<file path="config.mk">
export PLATFORM = sky130hd
export DESIGN_NAME = vector_mem_arbiter
export DESIGN_NICKNAME = d
export VERILOG_FILES = /design/src/rtl/vector_mem_arbiter_pkg.sv /design/src/rtl/vector_mem_arbiter_rr_arbiter.sv /design/src/rtl/vector_mem_arbiter.sv
export SDC_FILE = /design/constraint.sdc
export NUM_CORES = 1
export LEC_CHECK = 0
export ABC_AREA = 1
export CAP_MARGIN = 30
export CORE_AREA = 2 2 476 478
export CTS_BUF_LIST = sky130_fd_sc_hd__clkbuf_4 sky130_fd_sc_hd__clkbuf_8
export CTS_CLUSTER_DIAMETER = 120
export DETAILED_ROUTE_END_ITERATION = 6
export DIE_AREA = 0 0 478 480
export MAX_ROUTING_LAYER = met4
export SYNTH_ARGS = -nofsm -noshare
export SYNTH_HDL_FRONTEND = slang
export SYNTH_SLANG_ARGS = --single-unit
</file>
<file path="constraint.sdc">
create_clock -name clk -period 57.5 [get_ports clk]
set_input_delay 17.25 -clock clk [delete_from_list [all_inputs] [get_ports clk]]
set_output_delay 17.25 -clock clk [all_outputs]
set_load 0.05 [all_outputs]
</file>
<file path="src/rtl/vector_mem_arbiter_pkg.sv">
// Shared types for the vector memory arbiter: request beat layout,
// request kinds and the arbiter FSM state encoding.
package vector_mem_arbiter_pkg;

  localparam int VECTOR_REG_DEPTH = 64;

  localparam int CORE_W = 3;
  localparam int AID_W  = 4;
  localparam int LEN_W  = 7;
  localparam int ADDR_W = 32;
  localparam int DATA_W = 64;
  localparam int BE_W   = DATA_W / 8;

  localparam logic READ_REQ  = 1'b0;
  localparam logic WRITE_REQ = 1'b1;

  // One request/response beat. access_length is only interpreted on the
  // first beat of a transfer; later beats of a burst carry it unchanged.
  typedef struct packed {
    logic              vld;
    logic [CORE_W-1:0] core_id;
    logic [AID_W-1:0]  access_id;
    logic              req_type;
    logic [LEN_W-1:0]  access_length;
    logic [ADDR_W-1:0] addr;
    logic [DATA_W-1:0] data;
    logic [BE_W-1:0]   byte_en;
  } request_t;

  typedef enum logic {
    IDLE  = 1'b0,
    BURST = 1'b1
  } arb_state_t;

endpackage

</file>
<file path="src/rtl/vector_mem_arbiter_rr_arbiter.sv">
// Combinational round-robin picker: grants the first requester found
// after ptr_i, wrapping modulo NUM_PORTS.
module rr_arbiter #(
  parameter int NUM_PORTS = 4,
  parameter int PW        = $clog2(NUM_PORTS)
) (
  input  logic [NUM_PORTS-1:0] req_i,
  input  logic [PW-1:0]        ptr_i,
  output logic [NUM_PORTS-1:0] grant_o,
  output logic [PW-1:0]        idx_o,
  output logic                 any_o
);

  // Scan ptr+1 .. ptr+NUM_PORTS so the last winner has lowest priority.
  always_comb begin
    logic [PW-1:0] cand;
    logic          found;
    cand    = '0;
    found   = 1'b0;
    grant_o = '0;
    idx_o   = '0;
    for (int i = 1; i <= NUM_PORTS; i++) begin
      cand = PW'((int'(ptr_i) + i) % NUM_PORTS);
      if (!found && req_i[cand]) begin
        found          = 1'b1;
        idx_o          = cand;
        grant_o[cand]  = 1'b1;
      end
    end
    any_o = found;
  end

endmodule

</file>
<file path="src/rtl/vector_mem_arbiter.sv">
// Arbitrates NUM_PORTS load/store units onto one memory request channel,
// locking the channel to one port for the duration of a burst, and routes
// memory responses back to the issuing port by core_id.
//
// Handshake: a port beat is consumed in the cycle its port_grant bit is high
// (grant implies the beat had vld). mem_req is a registered valid/ready
// source: a beat with mem_req.vld is held stable until mem_ready is seen
// high, and a new beat may load in that same cycle. Responses have no
// backpressure.
module vector_mem_arbiter
  import vector_mem_arbiter_pkg::*;
#(
  parameter int NUM_PORTS = 4,
  parameter int MAX_BURST = VECTOR_REG_DEPTH,
  localparam int PW       = $clog2(NUM_PORTS)
) (
  input  logic                 clk,
  input  logic                 reset,
  input  request_t             port_req [NUM_PORTS],
  output logic [NUM_PORTS-1:0] port_grant,
  output request_t             port_rsp [NUM_PORTS],
  output request_t             mem_req,
  input  logic                 mem_ready,
  input  request_t             mem_rsp,
  output logic [PW-1:0]        owner,
  output logic                 busy
);

  localparam int BW = $clog2(MAX_BURST + 1);

  arb_state_t           state_q;
  logic [PW-1:0]        rr_ptr_q;
  logic [PW-1:0]        owner_q;
  logic [BW-1:0]        beats_left_q;
  request_t             mem_req_q;
  request_t             port_rsp_q [NUM_PORTS];

  logic [NUM_PORTS-1:0] req_vld;
  logic [NUM_PORTS-1:0] arb_grant;
  logic [PW-1:0]        win_idx;
  logic                 arb_any;
  logic                 accept;
  logic                 grant_any;
  logic [PW-1:0]        grant_idx;
  logic [BW-1:0]        eff_len;
  logic [PW-1:0]        rsp_idx;

  assign accept  = !mem_req_q.vld || mem_ready;
  assign rsp_idx = mem_rsp.core_id[PW-1:0];

  // Collect the per-port valid bits for the round-robin picker.
  always_comb begin
    req_vld = '0;
    for (int i = 0; i < NUM_PORTS; i++) begin
      req_vld[i] = port_req[i].vld;
    end
  end

  rr_arbiter #(
    .NUM_PORTS (NUM_PORTS),
    .PW        (PW)
  ) u_rr_arbiter (
    .req_i   (req_vld),
    .ptr_i   (rr_ptr_q),
    .grant_o (arb_grant),
    .idx_o   (win_idx),
    .any_o   (arb_any)
  );

  // Effective burst length of the candidate first beat: 0 means 1, and
  // anything beyond MAX_BURST is clamped.
  always_comb begin
    eff_len = '0;
    if (port_req[win_idx].access_length == '0) begin
      eff_len = BW'(1);
    end else if (int'(port_req[win_idx].access_length) > MAX_BURST) begin
      eff_len = BW'(MAX_BURST);
    end else begin
      eff_len = BW'(port_req[win_idx].access_length);
    end
  end

  // Grant selection: open arbitration in IDLE, owner-only while locked.
  always_comb begin
    port_grant = '0;
    grant_any  = 1'b0;
    grant_idx  = '0;
    if (state_q == IDLE) begin
      if (accept && arb_any) begin
        port_grant = arb_grant;
        grant_any  = 1'b1;
        grant_idx  = win_idx;
      end
    end else if (accept && port_req[owner_q].vld) begin
      port_grant[owner_q] = 1'b1;
      grant_any           = 1'b1;
      grant_idx           = owner_q;
    end
  end

  // Burst-lock FSM, output request register and response router.
  always_ff @(posedge clk or posedge reset) begin
    if (reset) begin
      state_q      <= IDLE;
      rr_ptr_q     <= PW'(NUM_PORTS - 1);
      owner_q      <= '0;
      beats_left_q <= '0;
      mem_req_q    <= '0;
      for (int i = 0; i < NUM_PORTS; i++) begin
        port_rsp_q[i] <= '0;
      end
    end else begin
      if (grant_any) begin
        mem_req_q <= port_req[grant_idx];
      end else if (mem_ready) begin
        mem_req_q <= '0;
      end

      case (state_q)
        IDLE: begin
          if (grant_any) begin
            if (eff_len > BW'(1)) begin
              state_q      <= BURST;
              owner_q      <= grant_idx;
              beats_left_q <= eff_len - BW'(1);
            end else begin
              rr_ptr_q <= grant_idx;
            end
          end
        end
        BURST: begin
          if (grant_any) begin
            if (beats_left_q <= BW'(1)) begin
              state_q      <= IDLE;
              rr_ptr_q     <= owner_q;
              beats_left_q <= '0;
            end else begin
              beats_left_q <= beats_left_q - BW'(1);
            end
          end
        end
        default: state_q <= IDLE;
      endcase

      for (int i = 0; i < NUM_PORTS; i++) begin
        if (mem_rsp.vld && (rsp_idx == PW'(i))) begin
          port_rsp_q[i] <= mem_rsp;
        end else begin
          port_rsp_q[i] <= '0;
        end
      end
    end
  end

  assign mem_req  = mem_req_q;
  assign port_rsp = port_rsp_q;
  assign owner    = owner_q;
  assign busy     = (state_q == BURST);

endmodule

</file>
==> results of run 1 <==
-- synth_stat cells --
cell      instances  share of area [%]
nor2_4            3               0.14
nor3_1            9               0.18
inv_4             2              0.051
buf_4            17               0.52
nand2_2           9               0.23
nand3b_1          6               0.18
a41oi_1           1              0.036
o21ai_1           7               0.14
a21boi_0          1              0.031
nand3_4           2               0.14
inv_2            12               0.18
a22oi_1           3              0.092
nand4_1           2              0.051
nor2_2            2              0.051
dfstp_2           2               0.22
xnor2_1           3               0.11
inv_1           173                2.7
a31oi_1         113                2.9
nor2_1          484                7.5
a32o_1          112                4.6
a221oi_1          1              0.036
o22ai_1           7               0.18
nor4_1            1              0.026
ha_1             12               0.62
clkbuf_1         80                1.2
o21ai_2           8               0.29
nand3_2           5               0.21
a21oi_1          17               0.35
buf_6             7               0.32
nand2_4           6               0.28
a21oi_4           1              0.067
conb_1            1              0.015
buf_1            11               0.17
dfrtp_1         610                 63
nand3_1         155                3.2
nand2_1         546                8.4
o21ai_0          17               0.35
a31oi_2           1              0.051
xor2_1            3               0.11
o211ai_1         10               0.31
buf_2            56                1.2
-- worst max path at each step --
stage / cells after the start / to
finish: 14 / port_grant[2]
floorplan: 12 / port_grant[2]
global route: 14 / port_grant[2]
CTS: 14 / port_grant[2]
global placement: 14 / port_grant[2]
detailed placement: 14 / port_grant[2]
-- power breakdown --
part | internal, mW | switching (mW) | leakage (nW)
Sequential | 0.479 | 0.0315 | 8.27
Clock | 0.300 | 0.218 | 1.47
Combinational | 0.230 | 0.484 | 8.89
-- critical path: cells and delay by family --
kind | cells | cell delay, ns
buffers and inverters | 6 | 1.68
and+or+nand+nor | 7 | 0.78
AOI/OAI and AO/OA | 1 | 0.25
-- state kept, by name (all words and copies together) (netlist names) --
name and flops:
busy 1, owner 2, rr_ptr_q 2, port_rsp 480, mem_req 120, beats_left_q 7
-- kinds of logic after synthesis --
family | share of synthesized area, %
adder cells (fa/ha/maj) | 0.616
flip-flops | 62.9
XOR/XNOR | 0.216
AO/OA/AOI/OAI | 9.43
buffers and inverters | 6.30
other | 0.0154
AND/OR/NAND/NOR | 20.5
-- per-layer routing --
metal	wire length, µm	GRT usage [%]	up-vias	part of all wire [%]
met1	59800	14.9	11810	38
li1	-	-	10604	-
met4	4730	4.26	0	3.0
met3	14000	4.63	243	9.0
met5	0	-	-	0
met2	77300	22.8	1304	50
-- layout by cell type, fill, tap and decap left out, drive strengths merged, types with 3 or more instances in the layout --
cell           instances
ha                    12
nor3                   9
o22ai                  7
conb                   4
buf                   43
nor2                 489
bufinv                 9
dfrtp                610
o211ai                10
clkdlybuf4s50       1206
a22oi                  3
a21oi                 18
diode                 22
clkinvlp               6
inv                  191
nand3                162
nand2                561
xor2                   3
a32o                 112
clkinv                15
xnor2                  3
nand3b                 6
a31oi                114
o21ai                 32
clkbuf               185
-- through the flow --
step	util, %	hold WS (ns)	instance area (µm²)	power [mW]
after floorplan	-	0.449	24400	0.968
after global placement	17.7	0.469	39700	1.23
after detailed placement	17.8	0.480	39900	1.24
after CTS	19.1	0.492	42800	1.77
after global routing	19.1	0.521	42800	1.84
final	19.1	0.485	42800	1.74
-- layout make-up --
class                           instances  area [µm²]  area share (%)
Timing Repair Buffer                 1249       12600            29.4
Clock inverter                         34         520            1.21
Tap cell                             2992        3740            8.74
Antenna cell                           22        55.1           0.128
Sequential cell                       612       15300            35.7
Inverter                              187         747            1.74
Multi-Input combinational cell       1551        7570            17.7
Clock buffer                          185        2310            5.40
==> results by group, run 1 <==
Route
  – WL per Instance: ~23 µm
  – Antenna Nets Post-Route: 0
  – Vias per std cell: around 3.5
  – 1st-pass router iterations: 6
  – Drt drc: 0
  – Routed vias: ~24000
  – Wirelength, routed: 156000 µm
  – Iter 0 DRT Violations: ~1500

Worst setup path
  – Crit path DAT: around 20 ns
  – Worst r2r dst: mem_req[45]
  – Cell Chain, Critical Path: clkdlybuf4s50_1 > inv_1 > nand2_1 > nand3_4 > nand2_4 > inv_4 > nand3_4 > inv_2 > nand2_4 > nand2_1 > inv_2 > nand2_4 > o21ai_0 > clkdlybuf4s50_1
  – CP endpoint kind: output pin
  – CP startpoint: port_req[239]
  – Worst Path Max Fanout: 15
  – Crit-path most repeated cell: nand2_4
  – CP Launch Type: input pin
  – Worst endpoint required time: 40.25 ns
  – Source of the worst register-to-register timing path: rr_ptr_q[1]
  – WS Path Type: in2out
  – Worst stage delay on the critical path: about 0.9 ns
  – Reg-to-reg slack, setup: slightly above 50 ns
  – Slowest CP cell: clkdlybuf4s50_1
  – R2R depth: 21

Global route
  – First-pass GRT wire length: around 210000 µm
  – GRT Overall Usage: a little over an eighth
  – Vias in the first global route: 24762
  – Initial antenna violation count: 54
  – Largest net degree at the start of global routing: 167
  – Total gr overflow: 0

Clocking
  – Clk Latency, worst-skew pair: roughly 0.86 ns
  – Post-CTS Resized: 0
  – H-tree levels: 3
  – Reg clk slew, reported paths: 0.05 ns
  – CTS Hold Bufs: 0
  – CTS root buf: clkbuf_8
  – Num CTS Buffers: roughly 120
  – Max clock buf depth: 3
  – CTS tree: done
  – Num Clock Sinks: roughly 600
  – Post CTS Setup Buffer Count: 0

Placement
  – PortBufs: around 1200
  – Placer Congestion: between 0.9 and 1
  – Detail Placement HPWL: around 120000 µm
  – Pre-CTS setup slack: ~20 ns
  – # placed instances: about 6600

Timing
  – Final worst slack: approximately 20 ns
  – Worst-Margin Slew: 0.935 ns
  – Rel. slew slack: around 37%
  – Final hold vios: 0
  – Pins Over Slew Limit: 0
  – Min cycle time layout: approximately 37 ns
  – Final setup violation count: 0
  – Post-route setup TNS: 0 ns
  – RSZ-0062 raised after global routing: no
  – F_max: 26.9 MHz
  – Final worst path period share: about two thirds
  – Final setup skew: 0.0353 ns

Floorplan
  – Initial Utilization: about 11%
  – I/O pin total: around 1200
  – Die Y: around 480 µm
  – Core Footprint: between 200000 and 250000 µm²
  – Placement row count: approximately 170
  – Die Area: between 200000 and 250000 µm²
  – Die width: about 480 µm

Yosys
  – Sequential fraction of the synthesis area: 62.9%
  – Yosys reg bits: between 600 and 700
  – Synth cell types: 41
  – Syn Inst Count: 2518
  – Cell area after synthesis: between 20000 and 25000 µm²
  – Synth Warn #: 0
  – Syn_area_per_cell: 9.68 µm²

Final layout
  – Layout cells sized above 1: between 8 and 9%
  – Fillers: between 20000 and 25000
  – Nets@finish: approximately 4300
  – Cell Count, Final, Fillers Out: slightly below 7000
  – Area Growth Syn to Fin: 75.9%

Min path
  – Worst Hold Launch: beats_left_q[6]
  – Hold Crit Class: reg2reg
  – Hold Path End: beats_left_q[6]
  – Hold Path Depth: 2

Flow run
  – Max-capacitance violation count: 0

Status
  – Outcome: finished clean

Power
  – Peak VDD IR: 0.0332 mV
  – PwrDens: roughly 40 nW/µm²
  – Pleak: between 15 and 20 nW
No activity file was read; power rests on OpenSTA's default activity.
==> run 2: changes to the inputs <==
CORE_AREA = 2 2 475 477   (was 2 2 476 478)
DIE_AREA = 0 0 477 479   (was 0 0 478 480)
clock period = 33.6 ns   (was 57.5 ns; I/O delays follow)
==> run 2 against run 1 <==
Net effect:
- cell area is 0.11% lower
- sequential power is 72% higher
- first-iteration DRC count up 3.7%
- non-clock buffer count up 1
- clock power up 70%
- critical endpoint unchanged
==> results by group, run 2 (synthesized netlist as in run 1, its figures left out) <==
Timing
  – RSZ-0062 raised after global routing: no
  – Final setup skew: 0.0667 ns (+0.0314 ns)
  – Final worst path period share: approximately 69%
  – Final setup violation count: 0 (unchanged)
  – Worst-Margin Slew: 0.944 ns (+0.00875 ns)
  – Post-route setup TNS: 0 ns (unchanged)
  – Min cycle time layout: around 23 ns
  – Pins Over Slew Limit: 0 (unchanged)
  – F_max: between 40 and 50 MHz
  – Final worst slack: 10.51 ns (-9.77 ns)
  – Final hold vios: 0 (unchanged)
  – Rel. slew slack: 37.1% (-0.39 points)

Final layout
  – Layout cells sized above 1: 8.26% (-0.20 points)
  – Nets@finish: 4332 (-0.023%)
  – Area Growth Syn to Fin: 75.7%
  – Number of flip-flops in the largest register: 480 (unchanged)
  – Util after Layout: 19.1% (about the same)
  – Most common cell after layout, fill and taps aside: clkdlybuf4s50_1
  – Commonest cells after routing, fill and taps aside: 1206 x clkdlybuf4s50_1, 610 x dfrtp_1, 545 x nand2_1

Placement
  – Pre-CTS setup slack: 10.55 ns (-9.73 ns)
  – PortBufs: 1209 (unchanged)
  – Placer Congestion: 0.972 (+1.4%)
  – Detail Placement HPWL: 130000 µm (+4.9%)

Route
  – Drt drc: 0 (unchanged)
  – 1st-pass router iterations: 6 (unchanged)
  – WL per Instance: 24.0 µm (+5.3%)
  – Antenna Nets Post-Route: 0 (unchanged)
  – Iter 0 DRT Violations: 1584 (+3.7%)
  – Wirelength, routed: 164000 µm (+5.4%)
  – Routed vias: 24112 (+0.63%)
  – Vias per std cell: 3.53 (+0.57%)

Min path
  – Hold Path Depth: 2 (unchanged)
  – Worst Hold Launch: mem_req[107]
  – Hold Crit Class: reg2reg

Worst setup path
  – WS Path Type: in2out
  – Source of the worst register-to-register timing path: rr_ptr_q[1]
  – R2R depth: 21 (unchanged)
  – CP endpoint kind: output pin
  – Worst Path Max Fanout: 15 (unchanged)
  – Crit path DAT: 13.01 ns (-6.96 ns)
  – Worst endpoint required time: 23.52 ns (-16.73 ns)
  – CP startpoint: port_req[359]
  – CP Launch Type: input pin

Global route
  – Largest net degree at the start of global routing: 156 (-6.6%)
  – Vias in the first global route: 24919 (+0.63%)
  – Total gr overflow: 0 (unchanged)
  – GRT Overall Usage: 14.3% (+0.78 points)
  – First-pass GRT wire length: 217000 µm (+4.2%)
  – Initial antenna violation count: 61 (+13%)

Clocking
  – CTS Hold Bufs: 0 (unchanged)
  – Num CTS Buffers: 115 (-1.7%)
  – H-tree levels: 3 (unchanged)
  – Post CTS Setup Buffer Count: 0 (unchanged)
  – Clk Latency, worst-skew pair: 0.87 ns (about the same)
  – Num Clock Sinks: 612 (unchanged)
  – CTS root buf: clkbuf_8
  – CTS tree: done
  – Reg clk slew, reported paths: 0.06 ns (about the same)
  – Max clock buf depth: 3 (unchanged)
  – Post-CTS Resized: 0 (unchanged)

Power
  – PwrDens: 69.9 nW/µm² (+72%)
  – Pleak: 18.6 nW (about the same)
  – Post-layout power: 2.99 mW (+72%)
  – Peak VDD IR: 0.0414 mV (+25%)

Floorplan
  – Die Area: 228000 µm² (-0.42%)
  – Die width: 477 µm (-0.21%)
  – Die Y: 479 µm (-0.21%)
  – Initial Utilization: 10.9% (+0.021 points)
  – Placement row count: 174 (unchanged)
  – Core Footprint: 224000 µm² (-0.19%)
  – I/O pin total: 1210 (unchanged)

Status
  – Outcome: finished clean

Flow run
  – Max-capacitance violation count: 0 (unchanged)
==> run 2: worst paths after layout <==
path / end / slack, ns
max in group asynchronous: port_rsp[357] / 21.30
setup / recovery: port_grant[2] / 10.51
setup reg to reg: mem_req[46] / 27.67
hold reg to reg: mem_req[107] / 0.51
min in group asynchronous: mem_req[37] / 9.71
hold / removal: mem_req[107] / 0.51
==> run 2: routing by layer <==
layer / routed length [µm] / vias to the layer above / global-route usage (%)
li1: - / 10610 / -
met3: 14400 / 213 / 5.00
met1: 63700 / 11959 / 15.8
met5: 0 / - / -
met4: 4950 / 0 / 4.31
met2: 81200 / 1330 / 24.0
==> run 2: critical path, cell delays in order <==
cell	delay (ns)
clkdlybuf4s50_1	0.58
nand2_1	0.10
nand2_1	0.09
nand2_1	0.10
nand2_4	0.12
inv_4	0.06
nand3_4	0.08
inv_2	0.05
nand2_4	0.15
nand2_1	0.10
inv_2	0.08
nand2_4	0.07
o21ai_0	0.43
clkdlybuf4s50_1	0.92
==> run 2: area by class of cell <==
| type | instances | area, µm² |
|---|---|---|
| fillers | 24749 | 181000 |
| flip-flops and latches | 612 | 15300 |
| repair buffers | 1250 | 12600 |
| multi-input cells | 1551 | 7540 |
| well taps | 2992 | 3740 |
| clock buffers | 176 | 2230 |
| inverters | 187 | 747 |
| clock inverters | 38 | 554 |
| diodes | 30 | 75.1 |
==> run 2: per-stage QoR <==
stage | cells | area [µm²] | hold WS (ns)
floorplan | 2521 | 24400 | 0.449
global placement | 6582 | 39700 | 0.473
detailed placement | 6590 | 39900 | 0.490
CTS | 6804 | 42700 | 0.511
global route | 6833 | 42800 | 0.532
finish | 6836 | 42800 | 0.512
==> run 2: where the power goes <==
| group | leakage, nW | total [mW] | internal (mW) | switching (mW) |
|---|---|---|---|---|
| clock network | 1.46 | 0.881 | 0.499 | 0.382 |
| registers | 8.27 | 0.876 | 0.819 | 0.0575 |
| logic | 8.89 | 1.23 | 0.401 | 0.833 |
==> run 3: changes to the inputs <==
clock period = 20.6 ns   (was 33.6 ns; I/O delays follow)
==> run 3 against run 2 <==
Net effect:
- the flow now finishes with violations (design-rule violations)
- die area is the same
- critical endpoint unchanged
- critical path depth is the same
- via count shrank 0.44%
- highest routed layer unchanged
- hold slack lost 0.014 ns
- sequential share of layout area grew 0.17 points
==> results by group, run 3 (synthesized netlist as in run 1, its figures left out) <==
Clocking
  – Num CTS Buffers: 117 (+1.7%)
  – CTS Hold Bufs: 0 (unchanged)
  – Clk Latency, worst-skew pair: 0.89 ns (+0.02 ns)
  – Max clock buf depth: 3 (unchanged)
  – H-tree levels: 3 (unchanged)
  – Post-CTS Resized: 0 (unchanged)
  – CTS tree: done
  – Num Clock Sinks: 612 (unchanged)
  – Post CTS Setup Buffer Count: 0 (unchanged)
  – CTS root buf: clkbuf_8
  – Reg clk slew, reported paths: 0.05 ns (about the same)

Placement
  – Detail Placement HPWL: 128000 µm (-1.7%)
  – # placed instances: 6589 (-0.015%)
  – Cell Area, Placed: 39800 µm² (-0.12%)
  – Placer Congestion: 0.943 (-3.0%)
  – PortBufs: 1209 (unchanged)

Timing
  – Pins Over Slew Limit: 0 (unchanged)
  – Final setup violation count: 0 (unchanged)
  – F_max: 64.8 MHz
  – Final setup skew: 0.0423 ns (-0.0244 ns)
  – Post-route setup TNS: 0 ns (unchanged)
  – Worst-Margin Slew: 0.932 ns (-0.0119 ns)
  – RSZ-0062 raised after global routing: no
  – Min cycle time layout: 15.43 ns
  – Final hold vios: 0 (unchanged)
  – Rel. slew slack: 37.9% (+0.79 points)
  – Final worst path period share: between 70 and 80%

Worst setup path
  – Worst endpoint required time: 14.42 ns (-9.10 ns)
  – CP Launch Type: input pin
  – CP startpoint: port_req[239]
  – Worst r2r dst: mem_req[57]
  – CP endpoint kind: output pin
  – WS Path Type: in2out
  – Crit path DAT: 9.25 ns (-3.76 ns)
  – R2R depth: 21 (unchanged)
  – Reg-to-reg slack, setup: 14.88 ns (-12.79 ns)
  – Source of the worst register-to-register timing path: rr_ptr_q[0]
  – Worst Path Max Fanout: 15 (unchanged)
  – Worst setup endpoint: port_grant[2]

Route
  – Antenna Nets Post-Route: 0 (unchanged)
  – Wirelength, routed: 161000 µm (-1.9%)
  – Iter 0 DRT Violations: 1457 (-8.0%)
  – Routed vias: 24006 (-0.44%)
  – DR top layer: met4
  – Met1 Wirelength: 65800 µm (+3.3%)
  – 1st-pass router iterations: 7 (+1)
  – WL per Instance: 23.6 µm (-1.6%)
  – Met2 Routed Length: 77600 µm (-4.4%)
  – Drt drc: 4 (+4)
  – Vias per std cell: 3.52 (-0.19%)
  – Met3 wire len: 13100 µm (-9.3%)

Final layout
  – Commonest cells after routing, fill and taps aside: 1204 x clkdlybuf4s50_1, 610 x dfrtp_1, 545 x nand2_1
  – Util after Layout: 19.1% (-0.092 points)
  – Number of flip-flops in the largest register: 480 (unchanged)
  – Area Growth Syn to Fin: 74.8%
  – Layout cells sized above 1: 8.26% (about the same)
  – Cell Count, Final, Fillers Out: 6819 (-0.25%)
  – Area of the multi-input gates: 7540 µm² (unchanged)
  – Fillers: 24756 (+0.028%)
  – FF/Latch Area: 15300 µm² (unchanged)
  – Final instance area: 42600 µm² (-0.48%)
  – Most common cell after layout, fill and taps aside: clkdlybuf4s50_1
  – Nets@finish: 4331 (-0.023%)

Floorplan
  – I/O pin total: 1210 (unchanged)
  – Die width: 477 µm (unchanged)
  – Die Y: 479 µm (unchanged)
  – Die Area: 228000 µm² (unchanged)
  – Core Footprint: 224000 µm² (unchanged)
  – Initial Utilization: 10.9% (unchanged)
  – Placement row count: 174 (unchanged)

Power
  – PwrDens: 113 nW/µm² (+62%)
  – Pleak: 18.5 nW (-0.39%)
  – Peak VDD IR: 0.0565 mV (+36%)

Flow run
  – Max-capacitance violation count: 0 (unchanged)

Status
  – Outcome: finished with violations
  – Failing checks: design-rule violations

Global route
  – Initial antenna violation count: 56 (-8.2%)
  – GRT Overall Usage: 14.1% (-0.23 points)
  – Total gr overflow: 0 (unchanged)
  – First-pass GRT wire length: 215000 µm (-1.2%)
  – Largest net degree at the start of global routing: 106 (-32%)
  – Vias in the first global route: 25048 (+0.52%)

Min path
  – Hold Crit Class: reg2reg
-- run 3: changes by cell type in the layout (fill, tap and decap cells not counted), sizes merged --
| cell | change |
|---|---|
| diode | -15 |
| clkinv | -6 |
| clkbuf | +5 |
| bufinv | -2 |
| clkdlybuf4s50 | -2 |
| clkinvlp | +2 |
| inv | +1 |
-- run 3: cell type report --
class                   instances  area share (%)
well taps                    2992            8.79
diodes                         15          0.0881
multi-input cells            1551            17.7
clock inverters                33            1.11
clock buffers                 182            5.26
inverters                     187            1.75
flip-flops and latches        612            36.0
repair buffers               1247            29.3
-- run 3: stage by stage --
stage | hold WS, ns | power (mW) | setup slack, ns
finish | 0.498 | 4.82 | 5.17
detailed placement | 0.499 | 3.44 | 5.15
CTS | 0.513 | 4.91 | 5.15
global placement | 0.470 | 3.42 | 5.10
floorplan | 0.449 | 2.70 | 6.07
global route | 0.543 | 5.08 | 5.04
-- run 3: power by group --
part,switching (mW),internal [mW]
sequential,0.0922,1.34
combinational,1.34,0.645
clock,0.621,0.792
-- run 3: layer usage --
layer | vias up | track usage [%]
met5 | - | -
met4 | 0 | 4.26
met3 | 225 | 4.50
met2 | 1228 | 23.1
met1 | 11961 | 16.3
li1 | 10592 | -
-- run 3: how the worst min path moves through the flow --
| stage | from | end | cells past startpoint | slack, ns |
|---|---|---|---|---|
| 5_1_grt | mem_req[21] | mem_req[21] | 1 | 0.54 |
| 3_5_place_dp | mem_req[108] | mem_req[108] | 2 | 0.50 |
| 4_1_cts | beats_left_q[6] | beats_left_q[6] | 2 | 0.51 |
| 3_3_place_gp | beats_left_q[6] | beats_left_q[6] | 2 | 0.47 |
| 2_1_floorplan | beats_left_q[6] | beats_left_q[6] | 2 | 0.45 |
| 6_report | beats_left_q[6] | beats_left_q[6] | 2 | 0.50 |
-- run 3: critical path, stage by stage --
cell and delay, ns:
clkdlybuf4s50_1 0.54, inv_1 0.08, nand2_1 0.12, nand3_4 0.10, nand2_4 0.12, inv_4 0.06
nand3_4 0.08, inv_2 0.05, nand2_4 0.16, nand2_1 0.10, inv_2 0.08, nand2_4 0.06
o21ai_0 0.51, clkdlybuf4s50_1 0.98
